===== config.mk =====
export PLATFORM = sky130hd
export DESIGN_NAME = riscv_wb_stage
export DESIGN_NICKNAME = d
export VERILOG_FILES = /design/src/rtl/riscv_pkg.sv /design/src/rtl/riscv_wb_fifo.sv /design/src/rtl/riscv_wb_stage.sv
export SDC_FILE = /design/constraint.sdc
export NUM_CORES = 1
export LEC_CHECK = 0
export CAP_MARGIN = 20
export CORE_ASPECT_RATIO = 1.2
export CORE_MARGIN = 5
export CORE_UTILIZATION = 48
export CTS_CLUSTER_SIZE = 24
export DETAILED_ROUTE_END_ITERATION = 7
export HOLD_SLACK_MARGIN = 0.03
export PLACE_DENSITY_LB_ADDON = 0.15
export REMOVE_ABC_BUFFERS = 1
export SLEW_MARGIN = 5
export SYNTH_ARGS = -nofsm -noshare
export SYNTH_HDL_FRONTEND = slang
export SYNTH_SLANG_ARGS = --single-unit
export TNS_END_PERCENT = 5

===== constraint.sdc =====
create_clock -name clk -period 2.8 [get_ports clk]
set_input_delay 0.84 -clock clk [delete_from_list [all_inputs] [get_ports clk]]
set_output_delay 0.84 -clock clk [all_outputs]
set_load 0.01 [all_outputs]

===== src/rtl/riscv_pkg.sv =====
// riscv_pkg: shared widths and the writeback entry type
package riscv_pkg;
  localparam int XLEN = 32;
  localparam int REG_ADDR_W = 5;
  typedef struct packed {
    logic [REG_ADDR_W-1:0] rd;
    logic [XLEN-1:0] val;
  } wb_entry_t;
endpackage


===== src/rtl/riscv_wb_fifo.sv =====
// riscv_wb_fifo: synchronous FIFO of wb_entry_t; pointers carry an extra MSB to tell full from empty
module riscv_wb_fifo import riscv_pkg::*; #(
  parameter int DEPTH = 4
) (
  input  logic      clk,
  input  logic      rst,
  input  logic      push,
  input  wb_entry_t din,
  input  logic      pop,
  output wb_entry_t dout,
  output logic      full,
  output logic      empty
);
  localparam int AW = $clog2(DEPTH);
  wb_entry_t mem_q [DEPTH];
  logic [AW:0] wptr_q, wptr_d, rptr_q, rptr_d;
  always_comb begin
    wptr_d = push ? wptr_q + (AW+1)'(1) : wptr_q;
    rptr_d = pop ? rptr_q + (AW+1)'(1) : rptr_q;
    empty = wptr_q == rptr_q;
    full = (wptr_q[AW] != rptr_q[AW]) && (wptr_q[AW-1:0] == rptr_q[AW-1:0]);
    dout = mem_q[rptr_q[AW-1:0]];
  end
  always_ff @(posedge clk) begin
    if (rst) begin
      wptr_q <= '0;
      rptr_q <= '0;
    end else begin
      if (push) mem_q[wptr_q[AW-1:0]] <= din;
      wptr_q <= wptr_d;
      rptr_q <= rptr_d;
    end
  end
endmodule


===== src/rtl/riscv_wb_stage.sv =====
// riscv_wb_stage: ALU/LSU writeback arbiter with LSU buffer FIFO and busy-register scoreboard
// Optional bypass ports enabled by RISCV_WB_BYPASS_EN
module riscv_wb_stage import riscv_pkg::*; #(
  parameter int FIFO_DEPTH = 4
) (
  input  logic                  clk,
  input  logic                  rst,
  input  logic                  alu_valid,
  input  logic [REG_ADDR_W-1:0] alu_rd,
  input  logic [XLEN-1:0]       alu_val,
  input  logic                  lsu_valid,
  output logic                  lsu_ready,
  input  logic [REG_ADDR_W-1:0] lsu_rd,
  input  logic [XLEN-1:0]       lsu_val,
  input  logic                  issue_valid,
  input  logic [REG_ADDR_W-1:0] issue_rd,
  output logic [31:0]           busy_mask,
  output logic                  we,
  output logic [REG_ADDR_W-1:0] dreg_num,
  output logic [XLEN-1:0]       dreg_val
`ifdef RISCV_WB_BYPASS_EN
  ,
  input  logic [REG_ADDR_W-1:0] byp_rd,
  output logic                  byp_hit,
  output logic [XLEN-1:0]       byp_val
`endif
);
  wb_entry_t head, sel_e;
  logic full, empty, accept, sel_fifo, sel_fast, push;
  logic we_q;
  logic [REG_ADDR_W-1:0] dreg_num_q;
  logic [XLEN-1:0] dreg_val_q;
  logic [31:0] busy_q, busy_d;
  riscv_wb_fifo #(.DEPTH(FIFO_DEPTH)) u_fifo (
    .clk(clk),
    .rst(rst),
    .push(push),
    .din(wb_entry_t'{rd: lsu_rd, val: lsu_val}),
    .pop(sel_fifo),
    .dout(head),
    .full(full),
    .empty(empty)
  );
  // priority: ALU, then buffered LSU, then LSU fast path only when nothing is buffered
  always_comb begin
    lsu_ready = !full && !rst;
    accept = lsu_valid && lsu_ready;
    sel_fifo = !alu_valid && !empty;
    sel_fast = !alu_valid && empty && accept;
    push = accept && !sel_fast;
    sel_e = alu_valid ? wb_entry_t'{rd: alu_rd, val: alu_val} :
            sel_fifo ? head : wb_entry_t'{rd: lsu_rd, val: lsu_val};
    busy_d = busy_q;
    if (sel_fifo || sel_fast) busy_d[sel_e.rd] = 1'b0;
    if (issue_valid) busy_d[issue_rd] = 1'b1;
    busy_d[0] = 1'b0;
  end
  always_ff @(posedge clk) begin
    if (rst) begin
      we_q <= 1'b0;
      dreg_num_q <= '0;
      dreg_val_q <= '0;
      busy_q <= '0;
    end else begin
      we_q <= (alu_valid || sel_fifo || sel_fast) && sel_e.rd != '0;
      if (alu_valid || sel_fifo || sel_fast) begin
        dreg_num_q <= sel_e.rd;
        dreg_val_q <= sel_e.val;
      end
      busy_q <= busy_d;
    end
  end
  assign we = we_q;
  assign dreg_num = dreg_num_q;
  assign dreg_val = dreg_val_q;
  assign busy_mask = busy_q;
`ifdef RISCV_WB_BYPASS_EN
  assign byp_hit = we_q && byp_rd != '0 && byp_rd == dreg_num_q;
  assign byp_val = dreg_val_q;
`endif
endmodule


==> metrics.md <==
| Metric | Value |
|---|---|
| Register bit count reported by yosys | `225` |
| Number of global-route vias before repair | `6,843` |
| Die Footprint | `22,240 sq um` |
| Count of hold-fix buffers inserted at cts | `0` |
| Leftover overflow at the end of global routing | `0` |
| Synth Warn # | `0` |
| Sequential element share of the synthesized area | `between 60 and 70%` |
| Signal arrival time at the worst endpoint | `1.86 ns` |
| Rel. slew slack | `54.05%` |
| Number of setup violations in the final report | `0` |
| Post-layout worst setup margin | `0.1034 ns` |
| Total negative slack | `0 ns` |
| Min cycle time layout | `2.697 ns` |
| Most common cell after layout, fill and taps aside | `sky130_fd_sc_hd__clkdlybuf4s50_1` |
| Post-route DRC | `0` |
| Maximum number of pins on one net before global-route repair | `61` |
| Clock edge transition at the registers on the reported setup and hold paths | `0.06 ns` |
| Boundary Pins | `155` |
| Number of buffers created by CTS | `22` |
| Post-Route Utilization | `a little under two thirds` |
| Result of the run | `completed` |
| RSZ-0062 raised after global routing | `false` |
| Placement Setup Slack | `-0.01360 ns` |
| Clk_lat worst skew | `0.50 ns` |
| Die span in x | `approximately 140 microns` |
| Count of placed standard cells including taps | `approximately 1,100` |
| Unique cell type count in the Yosys netlist | `58` |
| Final slew viol count | `0` |
| Final weighted congestion in routability-driven placement | `~0.89` |
| H-Tree Depth | `1` |
| Cell count after synthesis | `712` |
| Root Buffer | `sky130_fd_sc_hd__clkbuf_16` |
| PwrDens | `682.0 nW/um^2` |
| DR pass1 iterations | `5` |
| Starting density of the core | `49.08%` |
| Number of routed nets with antenna violations | `0` |
| Worst vdd ir | `585.5 uV` |
| Largest area contributor in the netlist | `sky130_fd_sc_hd__edfxtp_1` |
| Clock sink count | `225` |
| Worst min-delay path class | `reg2reg` |
| Data required time of the critical path | `1.96 ns` |
| Clock tree from TritonCTS | `done` |
| Highest net fanout along the worst path | `6` |
| Commonest cells after routing, fill and taps aside | `sky130_fd_sc_hd__clkdlybuf4s50_1 (152), sky130_fd_sc_hd__edfxtp_1 (148), sky130_fd_sc_hd__nand2_1 (118)` |
| Number of antenna violations at the first check in global routing | `0` |
| Site row count | `55` |
| Area share of the largest cell type after synthesis | `47.85%` |
| Category of the most critical setup path | `reg2out` |
| Average wire per cell in the routed design | `20.35 microns` |
| Count of final hold-check violations | `0` |
| Post-route clock period utilization | `96.31%` |
| Total number of vias | `about 6,400` |
| Final Non-Filler Cells | `between 1,000 and 1,500` |
| Clock Skews | `0.01171 ns` |
| Startpoint kind of the worst setup timing path | `register` |
| Detailed placer's ending HPWL | `16,250 microns` |
| Endpoint kind of the worst setup timing path | `output port` |
| Routed wire length | `23,590 microns` |
| Number of post-CTS setup repair buffers | `0` |
| CTS max path bufs | `3` |
| Cell types occupying the most area after synthesis | `sky130_fd_sc_hd__edfxtp_1 (48%), sky130_fd_sc_hd__dfxtp_1 (17%), sky130_fd_sc_hd__mux4_2 (9.0%)` |
| Area growth from synthesis to layout | `30.16%` |
| Vertical die dimension | `approximately 160 microns` |
| Number of I/O port buffers | `153` |
| Leakage power total | `0.004064 uW` |
| Antenna fix cells | `0` |
| Layout net count | `977` |
| Count of max-cap constraint violations | `0` |
| Iteration-0 DRC count of the detailed router | `390` |
| Area of the core | `18,920 sq um` |
| Syn Std Cell Area | `9288 sq um` |
| Global routing usage summed across all routing layers | `21.36%` |
| Maximum clock frequency | `370.8 MHz` |
| Proportion of layout cells with a drive suffix above 1 | `15.84%` |
| EDFF count, synth | `148` |
| Mean area per synthesized cell | `13.04 sq um` |
| DR vias/cell | `about 5.5` |
| Leading register cell type out of synthesis | `sky130_fd_sc_hd__edfxtp_1` |
| Share of synthesized flip-flops with an asynchronous set or reset | `0%` |
| First-pass GRT wire length | `37,090 microns` |
| Worst Tran Pin Value | `0.6893 ns` |
-- stage by stage --
stage | hold slack (ns) | instance area, sq um | total power, uW
after global placement | 0.4376 | 11360 | 5421
after global routing | 0.4782 | 12090 | 8619
final | 0.4528 | 12090 | 8245
after floorplan | 0.4700 | 9091 | 4681
after CTS | 0.4572 | 12090 | 8327
after detailed placement | 0.4442 | 11360 | 5460
-- timing repair --
action / in CTS / in global routing
setup endpoints to repair: 1 / 1
pin swaps: 1 / 0
endpoints found under the hold margin: 0 / 0
resized for setup: 5 / 2
-- layout make-up --
cell class,count,area [sq um]
Clock buffer,32,639.4
Clock inverter,7,60.06
Fill cell,1430,6835
Inverter,10,37.54
Multi-Input combinational cell,434,3109
Sequential cell,225,5993
Tap cell,256,320.3
Timing Repair Buffer,195,1929
-- layer usage --
layer  part of all wire [%]  track usage (%)
met5                      0                0
met4                    2.1            5.898
met3                    7.0            4.141
met2                     51            37.35
met1                     40            27.08
-- path summary, 6_finish.rpt --
path / from / endpoint / slack (ns) / depth (start not counted)
max reg2reg: u_fifo.wptr_q[2]$_SDFFE_PP0P_ / dreg_val[1]$_SDFFE_PP0P_ / 0.40 / 7
min reg2reg: dreg_val[16]$_SDFFE_PP0P_ / dreg_val[16]$_SDFFE_PP0P_ / 0.45 / 2
max: u_fifo.rptr_q[2]$_SDFFE_PP0N_ / lsu_ready / 0.10 / 3
min: dreg_val[16]$_SDFFE_PP0P_ / dreg_val[16]$_SDFFE_PP0P_ / 0.45 / 2
-- registers in the layout, summed over array words and instances, names as in the netlist, named ones only --
| name | flops |
|---|---|
| dreg_val | 32 |
| u_fifo.mem_q | 148 |
| busy_mask | 31 |
| we | 1 |
| dreg_num | 5 |
| u_fifo.wptr_q | 3 |
| u_fifo.rptr_q | 3 |
-- cells in the mapped netlist (all sizes together), types with 2 or more instances --
cell and n:
xnor2 6, o32ai 2, nor2 12, clkbuf 24
mux4 37, inv 10, nor2b 30, o211ai 32
buf 19, and2 5, dfxtp 77, or3b 2
nand2 118, mux2 2, a31oi 3, o31ai 2
edfxtp 148, nand3b 7, o21ai 50, or3 2
nand3 39, o311ai 4, nor3 3, ha 5
nand2b 4, xor2 4, a21oi 45
-- power by group --
group,total [uW],internal [uW],switching (uW),leakage (uW)
combinational,1600,737,864,0.00174
sequential,3770,3690,82.3,0.00197
clock,2870,1680,1200,0.000350
-- cell families after synthesis --
logic type	synth area share, %
AO/OA/AOI/OAI	10.04
XOR/XNOR	1.105
adder cells (fa/ha/maj)	0.6736
buffers and inverters	2.519
flip-flops	64.45
multiplexers	9.363
other	0.04038
AND/OR/NAND/NOR	11.81
-- worst max-delay path, stage by stage (launching register included) --
cell and delay, ns:
sky130_fd_sc_hd__dfxtp_2 0.36, sky130_fd_sc_hd__xor2_4 0.22, sky130_fd_sc_hd__a31oi_2 0.20, sky130_fd_sc_hd__clkdlybuf4s50_1 0.58
Note: power is estimated with default switching activity, not from simulation.
